$ cat config.mk
export PLATFORM = sky130hd
export DESIGN_NAME = d_ff_pipe
export DESIGN_NICKNAME = d
export VERILOG_FILES = /design/src/rtl/d_ff_pkg.sv /design/src/rtl/d_ff_stage.sv /design/src/rtl/d_ff_pipe.sv
export SDC_FILE = /design/constraint.sdc
export NUM_CORES = 1
export LEC_CHECK = 0
export ABC_CLOCK_PERIOD_IN_PS = 1700
export BUFFER_PORTS_ARGS = -buffer_cell sky130_fd_sc_hd__buf_2
export CORE_MARGIN = 8
export CORE_UTILIZATION = 50
export DETAILED_ROUTE_END_ITERATION = 10
export GPL_ROUTABILITY_DRIVEN = 0
export PLACE_DENSITY = 0.83
export SLEW_MARGIN = 20
export SYNTH_ARGS = -nofsm -noshare
export SYNTH_HDL_FRONTEND = slang
export SYNTH_HIERARCHICAL = 1
export SYNTH_SLANG_ARGS = --single-unit
$ cat constraint.sdc
create_clock -name clk -period 1.7 [get_ports clk]
set_input_delay 0.255 -clock clk [delete_from_list [all_inputs] [get_ports clk]]
set_output_delay 0.255 -clock clk [all_outputs]
set_load 0.02 [all_outputs]
$ cat src/rtl/d_ff_pkg.sv
// Shared constants and helpers for the d_ff_pipe slice.
// Default geometry and occupancy counter width.
package d_ff_pkg;

    localparam int D_FF_WIDTH_DEF = 8;
    localparam int D_FF_DEPTH_DEF = 4;

    // Bits needed to count 0..depth valid entries.
    function automatic int occ_w(input int depth);
        return $clog2(depth + 1);
    endfunction

endpackage

$ cat src/rtl/d_ff_stage.sv
// One pipeline stage: enabled data flop plus valid flop.
// Flush clears only the valid bit; data holds.
module d_ff_stage #(
    parameter int               WIDTH   = 8,
    parameter logic [WIDTH-1:0] RST_VAL = '0
) (
    input  logic             clk,
    input  logic             rst,
    input  logic             en,
    input  logic             flush,
    input  logic [WIDTH-1:0] d,
    input  logic             vin,
    output logic [WIDTH-1:0] q,
    output logic             vout
);

    // Priority: reset, then flush (valid only), then shift, else hold.
    always_ff @(posedge clk) begin
        if (rst) begin
            q    <= RST_VAL;
            vout <= 1'b0;
        end else if (flush) begin
            vout <= 1'b0;
        end else if (en) begin
            q    <= d;
            vout <= vin;
        end
    end

endmodule

$ cat src/rtl/d_ff_pipe.sv
// DEPTH-stage WIDTH-bit delay pipeline with valid tracking,
// global stall, valid-only flush and a registered occupancy count.
module d_ff_pipe
    import d_ff_pkg::*;
#(
    parameter int               WIDTH   = D_FF_WIDTH_DEF,
    parameter int               DEPTH   = D_FF_DEPTH_DEF,
    parameter logic [WIDTH-1:0] RST_VAL = '0
) (
    input  logic                       clk,
    input  logic                       rst,
    input  logic                       en,
    input  logic                       flush,
    input  logic                       in_valid,
    input  logic [WIDTH-1:0]           d,
    output logic [WIDTH-1:0]           q,
    output logic                       out_valid,
    output logic [$clog2(DEPTH+1)-1:0] occupancy
);

    localparam int OW = occ_w(DEPTH);

    logic [DEPTH-1:0][WIDTH-1:0] din;
    logic [DEPTH-1:0][WIDTH-1:0] data;
    logic [DEPTH-1:0]            vin;
    logic [DEPTH-1:0]            valid;
    logic [OW:0]                 occ_sum;

    assign din[0] = d;
    assign vin[0] = in_valid;

    for (genvar i = 1; i < DEPTH; i++) begin : g_link
        assign din[i] = data[i-1];
        assign vin[i] = valid[i-1];
    end

    for (genvar i = 0; i < DEPTH; i++) begin : g_stage
        d_ff_stage #(
            .WIDTH   (WIDTH),
            .RST_VAL (RST_VAL)
        ) u_stage (
            .clk   (clk),
            .rst   (rst),
            .en    (en),
            .flush (flush),
            .d     (din[i]),
            .vin   (vin[i]),
            .q     (data[i]),
            .vout  (valid[i])
        );
    end

    assign q         = data[DEPTH-1];
    assign out_valid = valid[DEPTH-1];

    // One extra bit so +in/-out never wraps before truncation.
    always_comb begin
        occ_sum = {1'b0, occupancy}
                + {{OW{1'b0}}, in_valid}
                - {{OW{1'b0}}, valid[DEPTH-1]};
    end

    // Occupancy follows the same priority as the stages.
    always_ff @(posedge clk) begin
        if (rst) begin
            occupancy <= '0;
        end else if (flush) begin
            occupancy <= '0;
        end else if (en) begin
            occupancy <= OW'(occ_sum);
        end
    end

endmodule

* Word-level counts from Yosys, hierarchy flattened
Cells that the tools add are included.
Widths: inputs -> output; s select.
** Word-level totals
- Word-level logic and storage cells :: 14
- Register bits after elaboration :: 39
- Input port bits :: 13
** Cells by class
- Bitwise gates (word level) :: 1
- Add/subtract/negate cells :: 2
- Reduce and logical (&&, ||, !) cells :: 2
** Operators by type and width (number)
- $add 3x1->3 :: 1
- $sub 3x1->3 :: 1
- $reduce_and 2->1 :: 1
- $reduce_or 2->1 :: 1
- $not 1->1 :: 1

* Depth between registers and ports, before layout
Gate-level depths: netlist (run 1).
- Depth after elaboration :: 2
- Mapped depth :: 9
- Depth with buffers taken out :: 9

* Cells and area by module
The synthesis (run 1) kept the hierarchy.
** Modules (own cells, without submodules)
- d_ff_stage :: times used 4, sequential area each 180.2 µm², cells an instance 38, area each 401.6 µm²
- d_ff_pipe :: times used 1, sequential area each 60.1 µm², cells an instance 18, area each 185.2 µm²

* Worst setup path after synthesis (run 1)
No wires, ideal clock.
- Kind :: flip-flop to flip-flop
- From :: register occupancy[0]
- To :: register occupancy[2]
- Data arrival time :: 1.975 ns
- Stages on the path, launching flop included :: 10
- Path slack :: -0.334 ns
- Required time :: 1.641 ns
- Path buffers :: 0
- Cell sequence :: dfxtp_1 -> inv_1 -> ha_1 -> inv_1 -> ha_1 -> inv_1 -> fa_1 -> xor2_1 -> a2111oi_2 -> a31o_1
** Between the ends
- Longest elaborated chain between the ends :: 2
** Ends and longest elaborated chain
- from (decl) :: line d_ff_pipe.sv:18 : output logic [$clog2(DEPTH+1)-1:0] occupancy
- from (signal assigned) :: line d_ff_pipe.sv:70 : occupancy <= OW'(occ_sum);
- $add 3x1->3 :: line d_ff_pipe.sv:59 : + {{OW{1'b0}}, in_valid}
- $sub 3x1->3 :: line d_ff_pipe.sv:60 : - {{OW{1'b0}}, valid[DEPTH-1]};
No other way between the ends.
A chain may end at the register's enable or synchronous reset.

* Final worst setup path (run 1)
Same ends and word-level chain as after synthesis.

==> results.py, run 1 <==
metrics = {
    "setup_path": {
        "worst_r2r_startpoint": "occupancy[0]",
        "reg2reg_depth": 9,
        "cp_max_fo": 2,
        "max_stage_delay_ns": 0.37,
        "cp.required_ns": 1.99,
        "rr_endpoint": "occupancy[2]",
        "cp.arrival_ns": 2.17,
        "path_cells": "inv_2 -> ha_4 -> inv_4 -> ha_4 -> inv_2 -> fa_2 -> xor2_2 -> a2111oi_2 -> a31o_1",
        "crit_type": "register to register",
        "startpoint": "occupancy[0]",
        "cp-end-kind": "register",
        "start_kind": "register",
        "critPathSlowestCell": "fa_2",
        "r2r_slack_ns": -0.18,
        "critPathBufInv": 3,
        "cp_top_family": "adder cells",
    },
    "cells_and_area": {
        "multi_input_area_um2": 1000,
        "fin_cells": 247,
        "syn_to_final_growth_pct": 18.9,
        "seqCellArea_um2": 788,
        "diodes": 0,
        "final_cell_mix": "dfxtp_1 (37), nand2b_1 (32), nand4bb_1 (32), o21ai_1 (32), buf_2 (24)",
        "mostFrequentLayoutCell": "dfxtp_1",
        "final_nets": 216,
        "fin_util": 0.628,
        "nFillCells": 279,
        "layout-drive-gt1-share": 0.264,
    },
    "cts": {
        "clk_pin_slew_worst_paths_ns": 0.11,
        "htreeDepth": 2,
        "cts_tree": "built",
        "clockBufferDepth": 2,
        "cts_num_sinks": 39,
        "cts_made_buffers": 5,
        "cts_setup_buffers": 0,
        "hold_buffers": 0,
        "clockRootBuffer": "clkbuf_4",
        "clock_latency_ns": 0.34,
    },
    "hold_path": {
        "hold_path_class": "input pin to register",
        "whs_endpoint": "g_stage[0].u_stage/q[4]",
        "min_path_cells": 3,
        "hold_start": "d[4]",
    },
    "grt": {
        "track_usage": 0.127,
        "first_global_vias": 1293,
        "antenna_found_initial": 0,
        "overflow": 0,
        "grt_start_max_net_pins": 37,
        "grt_pass1_wl_um": 5660,
    },
    "die": {
        "io_pins": 25,
        "die_y_um": 75.9,
        "die_area_um2": 5750,
        "core_area_um2": 3390,
        "die_w_um": 75.9,
        "start_util": 0.529,
        "rows": 21,
    },
    "placement": {
        "place_hpwl_um": 2300,
        "io_buffers": 24,
        "placedCellCount": 239,
    },
    "yosys": {
        "netlist_area_um2": 1790,
        "syn_inst": 170,
        "netlist.top_cell.by_area": "dfxtp_1",
        "seq_area_frac_synth": 0.436,
        "ys_types": 17,
        "synth_fp_nets": 186,
        "yosys_warnings": 6,
        "yosys-top-cells-area": "dfxtp_1 (44%), nand4bb_1 (20%), nand2b_1 (11%)",
        "synth_seq_cells": 39,
        "synthDominantCellAreaShare": 0.436,
        "avgSynthCellArea_um2": 10.5,
    },
    "power_and_ir_drop": {
        "power.total_mw": 1.64,
        "max-vdd-ir-drop_uv": 422,
        "p_leak_nw": 0.776,
        "power.density_nw_per_um2": 771,
    },
    "sta": {
        "slew_headroom": 0.536,
        "setup_tns_ns": -0.270,
        "rsz0062_at_grt": "true",
        "fin_crit_sh": 1.11,
        "hold_viol_final": 0,
        "setup_viol": 2,
        "fmax_ghz": 0.531,
        "fin_worst_skew_ns": 0.00491,
        "setup_ws_ns": -0.183,
        "slew_viol_final": 0,
        "worst_pin_slew_ns": 0.696,
        "min_period_ns": 1.88,
        "whs_ns": 0.178,
    },
    "detailed_routing": {
        "viasPerCell": 5.22,
        "vias": 1289,
        "antenna_left": 0,
        "wl_per_cell_um": 13.7,
        "drt_first_iter_violations": 65,
        "drt_pass1_iterations": 4,
        "drc": 0,
        "wl_um": 3380,
    },
    "outcome": {
        "outcome": "finished with violations",
        "failed_checks": "setup timing",
    },
    "job": {
        "maxCapViolations": 0,
    },
}
## metrics by stage
| stage | instance area, um2 | setup WS, ns |
|---|---|---|
| CTS | 2130 | -0.197 |
| finish | 2130 | -0.183 |
| global route | 2130 | -0.240 |
| global placement | 2040 | -0.0659 |
| floorplan | 1830 | -0.112 |
| detailed placement | 2040 | -0.190 |
## cell usage after synthesis, drive strengths merged
cell type and instances:
a2111oi 2, a31o 1, buf 8, dfxtp 39, fa 1, ha 2, inv 4, mux2i 5
nand2b 32, nand4bb 32, nor2 1, nor2b 4, nor3 6, o21ai 32, xor2 1
## final cells by class
| type | count | area share |
|---|---|---|
| multi-input combinational | 119 | 0.469 |
| sequential | 39 | 0.370 |
| timing repair buffer | 31 | 0.0928 |
| clock buffer | 8 | 0.0323 |
| tap | 46 | 0.0270 |
| inverter | 4 | 0.00823 |
## routing by layer
metal,vias up,global-route usage,share of wire
li1,676,-,-
met1,584,0.159,0.49
met2,24,0.198,0.45
met3,5,0.0342,0.041
met4,0,0.0576,0.014
met5,-,0,0
## state kept, by name, summed over array words and instances (netlist names)
| name | count |
|---|---|
| g_stage.u_stage/q | 32 |
| occupancy | 3 |
| g_stage.u_stage/vout | 4 |
## how the worst max path moves through the flow
stage                   end  slack [ns]  depth (start not counted)
6_report       occupancy[2]       -0.18                          9
5_1_grt        occupancy[2]       -0.24                          9
4_1_cts        occupancy[2]       -0.20                          9
3_5_place_dp   occupancy[2]       -0.19                          9
3_3_place_gp   occupancy[2]       -0.07                          9
2_1_floorplan  occupancy[2]       -0.11                          9
## report_power, final
group	total, mW	switching [mW]	internal [mW]
Combinational	0.179	0.0897	0.0894
Sequential	0.938	0.0103	0.928
Clock	0.526	0.282	0.243
Total	1.64	0.382	1.26
## logic make-up after synthesis
family                     Yosys count  share of synthesized area
DFF                                 39                      0.436
xor gates and xnor gates             1                    0.00489
buffers and inverters               12                     0.0363
adders and majority gates            3                     0.0251
and+or+nand+nor                     75                      0.362
muxes                                5                     0.0279
AOI/OAI and AO/OA                   35                      0.108
## tightest hold or removal path, stage by stage
cell and delay, ns:
buf_2 0.09, nand4bb_1 0.07, o21ai_1 0.05
## timing repair
action / 4_1_cts / 5_1_grt
endpoints found under the setup margin: 2 / 2
pin swaps: 1 / 0
gates resized for setup: 4 / 0
gates cloned: 0 / 0
Power figures use the tool's default switching activity.
==> run 2: changes to the inputs <==
--- a/config.mk
+++ b/config.mk
@@ -7,11 +7,14 @@
 export LEC_CHECK = 0
 export ABC_CLOCK_PERIOD_IN_PS = 1700
 export BUFFER_PORTS_ARGS = -buffer_cell sky130_fd_sc_hd__buf_2
+export CELL_PAD_IN_SITES_DETAIL_PLACEMENT = 1
+export CELL_PAD_IN_SITES_GLOBAL_PLACEMENT = 1
 export CORE_MARGIN = 8
-export CORE_UTILIZATION = 50
+export CORE_UTILIZATION = 39
 export DETAILED_ROUTE_END_ITERATION = 10
 export GPL_ROUTABILITY_DRIVEN = 0
-export PLACE_DENSITY = 0.83
+export HOLD_SLACK_MARGIN = 0.06
+export PLACE_DENSITY = 0.82
 export SLEW_MARGIN = 20
 export SYNTH_ARGS = -nofsm -noshare
 export SYNTH_HDL_FRONTEND = slang
==> results.py, run 2 (synthesis results as in run 1) <==
metrics = {
    "sta": {
        "fmax_ghz": 0.541,
        "setup_viol": 2,
        "worst_pin_slew_ns": 0.639,
        "hold_viol_final": 0,
        "rsz0062_at_grt": "true",
        "min_period_ns": 1.85,
        "fin_worst_skew_ns": 0.00144,
        "fin_crit_sh": 1.09,
        "slew_headroom": 0.574,
        "slew_viol_final": 0,
        "setup_ws_ns": -0.147,
        "whs_ns": 0.228,
    },
    "setup_path": {
        "cp-end-kind": "register",
        "max_stage_delay_ns": 0.37,
        "start_kind": "register",
        "critPathBufInv": 3,
        "crit_type": "register to register",
        "path_cells": "inv_4 -> ha_4 -> inv_4 -> ha_4 -> inv_2 -> fa_2 -> xor2_2 -> a2111oi_4 -> a31o_1",
        "cp_top_family": "adder cells",
        "cp_max_fo": 2,
        "critPathSlowestCell": "fa_2",
        "cp.arrival_ns": 2.08,
        "cp.required_ns": 1.94,
    },
    "die": {
        "core_area_um2": 4380,
        "start_util": 0.409,
        "die_w_um": 83.8,
        "die_area_um2": 7020,
        "io_pins": 25,
        "rows": 24,
        "die_y_um": 83.8,
    },
    "grt": {
        "grt.busiest_layer": "met2",
        "gr-usage-met2": 0.175,
        "antenna_found_initial": 0,
        "grt_start_max_net_pins": 33,
        "overflow": 0,
        "grt_use_met3": 0.0479,
        "met1_usage": 0.123,
        "grt_pass1_wl_um": 6390,
        "track_usage": 0.108,
        "first_global_vias": 1411,
    },
    "cells_and_area": {
        "syn_to_final_growth_pct": 20.4,
        "final_nets": 215,
        "mostFrequentLayoutCell": "dfxtp_1",
        "fin_util": 0.492,
        "largest_register_ffs": 32,
        "diodes": 0,
        "layout-drive-gt1-share": 0.255,
        "nFillCells": 487,
        "reg_top3": "g_stage.u_stage/q (32), g_stage.u_stage/vout (4), occupancy (3)",
        "multi_input_area_um2": 1010,
        "seqCellArea_um2": 788,
        "final_cell_mix": "dfxtp_1 (37), nand2b_1 (32), nand4bb_1 (32), o21ai_1 (32), buf_2 (24)",
        "regMostFlops": "g_stage.u_stage/q",
    },
    "detailed_routing": {
        "wl_per_cell_um": 15.2,
        "drt_first_iter_violations": 52,
        "vias": 1336,
        "drc": 0,
        "wl_um": 3820,
        "drt_pass1_iterations": 4,
        "viasPerCell": 5.30,
        "antenna_left": 0,
    },
    "cts": {
        "clock_latency_ns": 0.29,
        "clk_pin_slew_worst_paths_ns": 0.07,
        "clockRootBuffer": "clkbuf_8",
        "cts_tree": "built",
        "cts_made_buffers": 5,
        "clockBufferDepth": 2,
        "cts_num_sinks": 39,
        "htreeDepth": 2,
        "hold_buffers": 0,
    },
    "hold_path": {
        "hold_path_class": "input pin to register",
    },
    "outcome": {
        "failed_checks": "setup timing",
        "outcome": "finished with violations",
    },
    "placement": {
        "place_hpwl_um": 2680,
        "io_buffers": 24,
    },
    "power_and_ir_drop": {
        "p_leak_nw": 0.776,
        "max-vdd-ir-drop_uv": 310,
        "power.density_nw_per_um2": 795,
    },
    "job": {
        "maxCapViolations": 0,
    },
}
==> run 2: changes by cell type in the layout (fill, tap and decap cells not counted) <==
| cell | change |
|---|---|
| a2111oi_2 | -1 |
| a2111oi_4 | +1 |
| buf_4 | -1 |
| clkbuf_1 | +1 |
| clkbuf_4 | -5 |
| clkbuf_8 | +3 |
| clkinv_2 | +1 |
| inv_2 | -1 |
| inv_4 | +1 |
==> run 2: worst paths after layout <==
check                     startpoint                       to  slack, ns  cells after the start
max                     occupancy[0]             occupancy[2]      -0.15                      9
min                             d[5]  g_stage[0].u_stage/q[5]       0.23                      3
max reg2reg             occupancy[0]             occupancy[2]      -0.15                      9
min reg2reg  g_stage[3].u_stage/q[1]  g_stage[3].u_stage/q[1]       0.46                      2
==> run 2: worst reg2reg max path, stage by stage, from the launching register on <==
cell and delay, ns:
dfxtp_4 0.36, inv_4 0.04, ha_4 0.21, inv_4 0.05
ha_4 0.12, inv_2 0.03, fa_2 0.37, xor2_2 0.18
a2111oi_4 0.30, a31o_1 0.14
==> run 2: final cells by class <==
type	instances	area share
clock buffers	7	0.0354
clock inverters	1	0.00232
inverters	4	0.00928
multi-input cells	119	0.469
flip-flops and latches	39	0.365
well taps	52	0.0302
repair buffers	30	0.0882
==> run 2: stage by stage <==
| stage | power (mW) | setup slack [ns] | instances | setup TNS [ns] | area (um2) |
|---|---|---|---|---|---|
| finish | 1.72 | -0.147 | 252 | -0.157 | 2160 |
| global route | 1.79 | -0.237 | 252 | -0.319 | 2160 |
| CTS | 1.73 | -0.206 | 252 | -0.282 | 2130 |
| detailed placement | 1.13 | -0.191 | 244 | -0.294 | 2040 |
| global placement | 1.12 | -0.0680 | 244 | -0.0680 | 2040 |
| floorplan | 1.06 | -0.112 | 170 | -0.130 | 1830 |
==> run 2: power breakdown <==
| group | switching, mW | leakage [nW] | internal [mW] | total, mW |
|---|---|---|---|---|
| Combinational | 0.0927 | 0.417 | 0.0885 | 0.181 |
| Sequential | 0.0113 | 0.317 | 0.928 | 0.939 |
| Clock | 0.308 | 0.0422 | 0.288 | 0.595 |
==> run 2: per-layer routing <==
layer / vias to the layer above / wire length (um)
met5: - / 0
met4: 0 / 55
met3: 4 / 234
met2: 24 / 1790
met1: 629 / 1750
li1: 679 / -
==> run 2: repair_timing <==
| action | CTS | global route |
|---|---|---|
| pin swaps | 1 | 1 |
| gates resized for setup | 3 | 3 |
| endpoints found under the hold margin | 0 | 0 |
| setup buffers | 0 | 0 |
| endpoints found under the setup margin | 2 | 2 |
==> run 3: changes to the inputs <==
--- a/config.mk
+++ b/config.mk
@@ -5,16 +5,17 @@
 export SDC_FILE = /design/constraint.sdc
 export NUM_CORES = 1
 export LEC_CHECK = 0
+export ABC_AREA = 1
 export ABC_CLOCK_PERIOD_IN_PS = 1700
 export BUFFER_PORTS_ARGS = -buffer_cell sky130_fd_sc_hd__buf_2
 export CELL_PAD_IN_SITES_DETAIL_PLACEMENT = 1
 export CELL_PAD_IN_SITES_GLOBAL_PLACEMENT = 1
 export CORE_MARGIN = 8
-export CORE_UTILIZATION = 39
+export CORE_UTILIZATION = 36
 export DETAILED_ROUTE_END_ITERATION = 10
 export GPL_ROUTABILITY_DRIVEN = 0
 export HOLD_SLACK_MARGIN = 0.06
-export PLACE_DENSITY = 0.82
+export PLACE_DENSITY = 0.84
 export SLEW_MARGIN = 20
 export SYNTH_ARGS = -nofsm -noshare
 export SYNTH_HDL_FRONTEND = slang
==> results.py, run 3 <==
metrics = {
    "outcome": {
        "outcome": "finished, final reports clean",
    },
    "cts": {
        "cts_made_buffers": 5,
        "clockBufferDepth": 2,
        "cts_num_sinks": 39,
        "cts_setup_buffers": 0,
        "clockRootBuffer": "clkbuf_8",
        "hold_buffers": 0,
        "clk_pin_slew_worst_paths_ns": 0.08,
        "cts_tree": "built",
        "htreeDepth": 2,
        "clock_latency_ns": 0.29,
    },
    "cells_and_area": {
        "mostFrequentLayoutCell": "nor2_1",
        "layout-drive-gt1-share": 0.198,
        "largest_register_ffs": 32,
        "regMostFlops": "g_stage.u_stage/q",
        "diodes": 0,
        "fin_util": 0.436,
        "syn_to_final_growth_pct": 16.9,
        "final_cell_mix": "nor2_1 (68), nand2_1 (46), dfxtp_1 (37), inv_1 (34), nand3_1 (32)",
        "final_nets": 303,
        "reg_top3": "g_stage.u_stage/q (32), g_stage.u_stage/vout (4), occupancy (3)",
        "fin_cells": 342,
        "stdcell_area_um2": 2040,
    },
    "grt": {
        "grt_start_max_net_pins": 24,
        "overflow": 0,
        "antenna_found_initial": 0,
        "track_usage": 0.110,
        "grt_pass1_wl_um": 6580,
        "first_global_vias": 1576,
    },
    "yosys": {
        "netlist.top_cell.by_area": "dfxtp_1",
        "synth-edff-count": 0,
        "avgSynthCellArea_um2": 6.78,
        "synth_seq_cells": 39,
        "synthDominantCellAreaShare": 0.446,
        "synth_top_cells_by_count": "nor2_1 (69), nand2_1 (48), dfxtp_1 (39)",
        "seq_area_frac_synth": 0.446,
        "synth_flop_cell": "dfxtp_1",
        "ys_types": 14,
        "yosys-top-cells-area": "dfxtp_1 (45%), nor2_1 (15%), nand2_1 (10%)",
        "yosysMostFrequentCell": "nor2_1",
        "netlist_area_um2": 1750,
        "yosys_warnings": 6,
        "synth_fp_nets": 274,
        "synthArstFlopShare": 0,
        "syn_inst": 258,
    },
    "detailed_routing": {
        "drc": 0,
        "vias": 1494,
        "wl_per_cell_um": 10.4,
        "wl_um": 3570,
        "antenna_left": 0,
        "drt_pass1_iterations": 2,
        "drt_first_iter_violations": 22,
        "viasPerCell": 4.37,
    },
    "setup_path": {
        "cp-end-kind": "register",
        "crit_top_cell": "inv_2",
        "critPathBufInv": 3,
        "cp.arrival_ns": 1.82,
        "path_cells": "inv_2 -> ha_4 -> inv_2 -> ha_4 -> inv_2 -> fa_2 -> nand2_2 -> nand4_1 -> nand2_1 -> nor2_1",
        "r2r_slack_ns": 0.07,
        "startpoint": "occupancy[0]",
        "cp_max_fo": 3,
        "critPathSlowestCell": "fa_2",
        "cp.required_ns": 1.90,
        "crit_type": "register to register",
        "cp_top_family": "adder cells",
        "worst_r2r_startpoint": "occupancy[0]",
        "start_kind": "register",
        "max_stage_delay_ns": 0.38,
    },
    "sta": {
        "setup_tns_ns": 0,
        "min_period_ns": 1.63,
        "fin_crit_sh": 0.958,
        "slew_headroom": 0.703,
        "setup_ws_ns": 0.0718,
        "slew_viol_final": 0,
        "fin_worst_skew_ns": 0.00635,
        "hold_viol_final": 0,
        "setup_viol": 0,
        "worst_pin_slew_ns": 0.445,
        "fmax_ghz": 0.614,
        "rsz0062_at_grt": "true",
    },
    "die": {
        "rows": 25,
        "die_y_um": 85.7,
        "die_w_um": 85.7,
        "die_area_um2": 7350,
        "start_util": 0.373,
        "io_pins": 25,
        "core_area_um2": 4690,
    },
    "power_and_ir_drop": {
        "max-vdd-ir-drop_uv": 437,
        "power.density_nw_per_um2": 940,
        "p_leak_nw": 0.972,
    },
    "placement": {
        "place_area_um2": 1910,
        "place_hpwl_um": 2680,
        "io_buffers": 24,
        "placedCellCount": 334,
        "dpl_worst_slack_ns": -0.0308,
    },
    "hold_path": {
        "hold_start": "in_valid",
        "hold_path_class": "input pin to register",
    },
    "job": {
        "maxCapViolations": 0,
    },
}
==> run 3: final cells by class <==
cell class	instances	area (um2)
fillers	634	2650
flip-flops and latches	39	783
multi-input cells	165	771
inverters	50	188
repair buffers	26	135
clock buffers	8	100
well taps	54	67.6
==> run 3: power breakdown <==
group          switching, mW  internal (mW)  total, mW
clock                  0.310          0.370      0.680
combinational          0.162         0.0918      0.253
sequential            0.0247          0.964      0.989
total                  0.496           1.43       1.92
==> run 3: worst paths after layout <==
| kind | end | cells after the start |
|---|---|---|
| setup / recovery | occupancy[2] | 10 |
| hold / removal | g_stage[0].u_stage/vout | 3 |
| setup reg to reg | occupancy[2] | 10 |
| hold reg to reg | g_stage[1].u_stage/vout | 2 |
==> run 3: logic make-up (layout without fill, tap and decap cells) <==
| group | after synthesis | after routing | synth area share |
|---|---|---|---|
| AO/OA/AOI/OAI | 8 | 8 | 0.0229 |
| flip-flops | 39 | 39 | 0.446 |
| AND/OR/NAND/NOR | 154 | 154 | 0.372 |
| buffers and inverters | 54 | 84 | 0.133 |
| adder cells (fa/ha/maj) | 3 | 3 | 0.0257 |
==> run 3: timing repair <==
action / CTS / global route
endpoints found under the setup margin: 1 / 1
gates resized for setup: 1 / 10
pin swaps: 0 / 6
endpoints found under the hold margin: 0 / 0
==> run 3: worst register-to-register path: cells and delay by family (launching register included) <==
| family | cells | cell delay, ns |
|---|---|---|
| flip-flops | 1 | 0.34 |
| buffers and inverters | 3 | 0.14 |
| adder cells (fa/ha/maj) | 3 | 0.72 |
| AND/OR/NAND/NOR | 4 | 0.34 |
==> run 3: metal layers <==
layer  track usage  up-vias  wire, um
met2         0.197       22      1780
met3        0.0363        6       173
met4        0.0621        0        75
met5             0        -         0
li1              -      826         -
met1         0.110      640      1540
==> run 3: through the flow <==
step                      hold slack (ns)  total power [mW]
after floorplan                     0.341              1.19
after global placement              0.445              1.25
after detailed placement            0.450              1.26
after CTS                           0.220              1.95
after global routing                0.262              2.03
final                               0.250              1.92
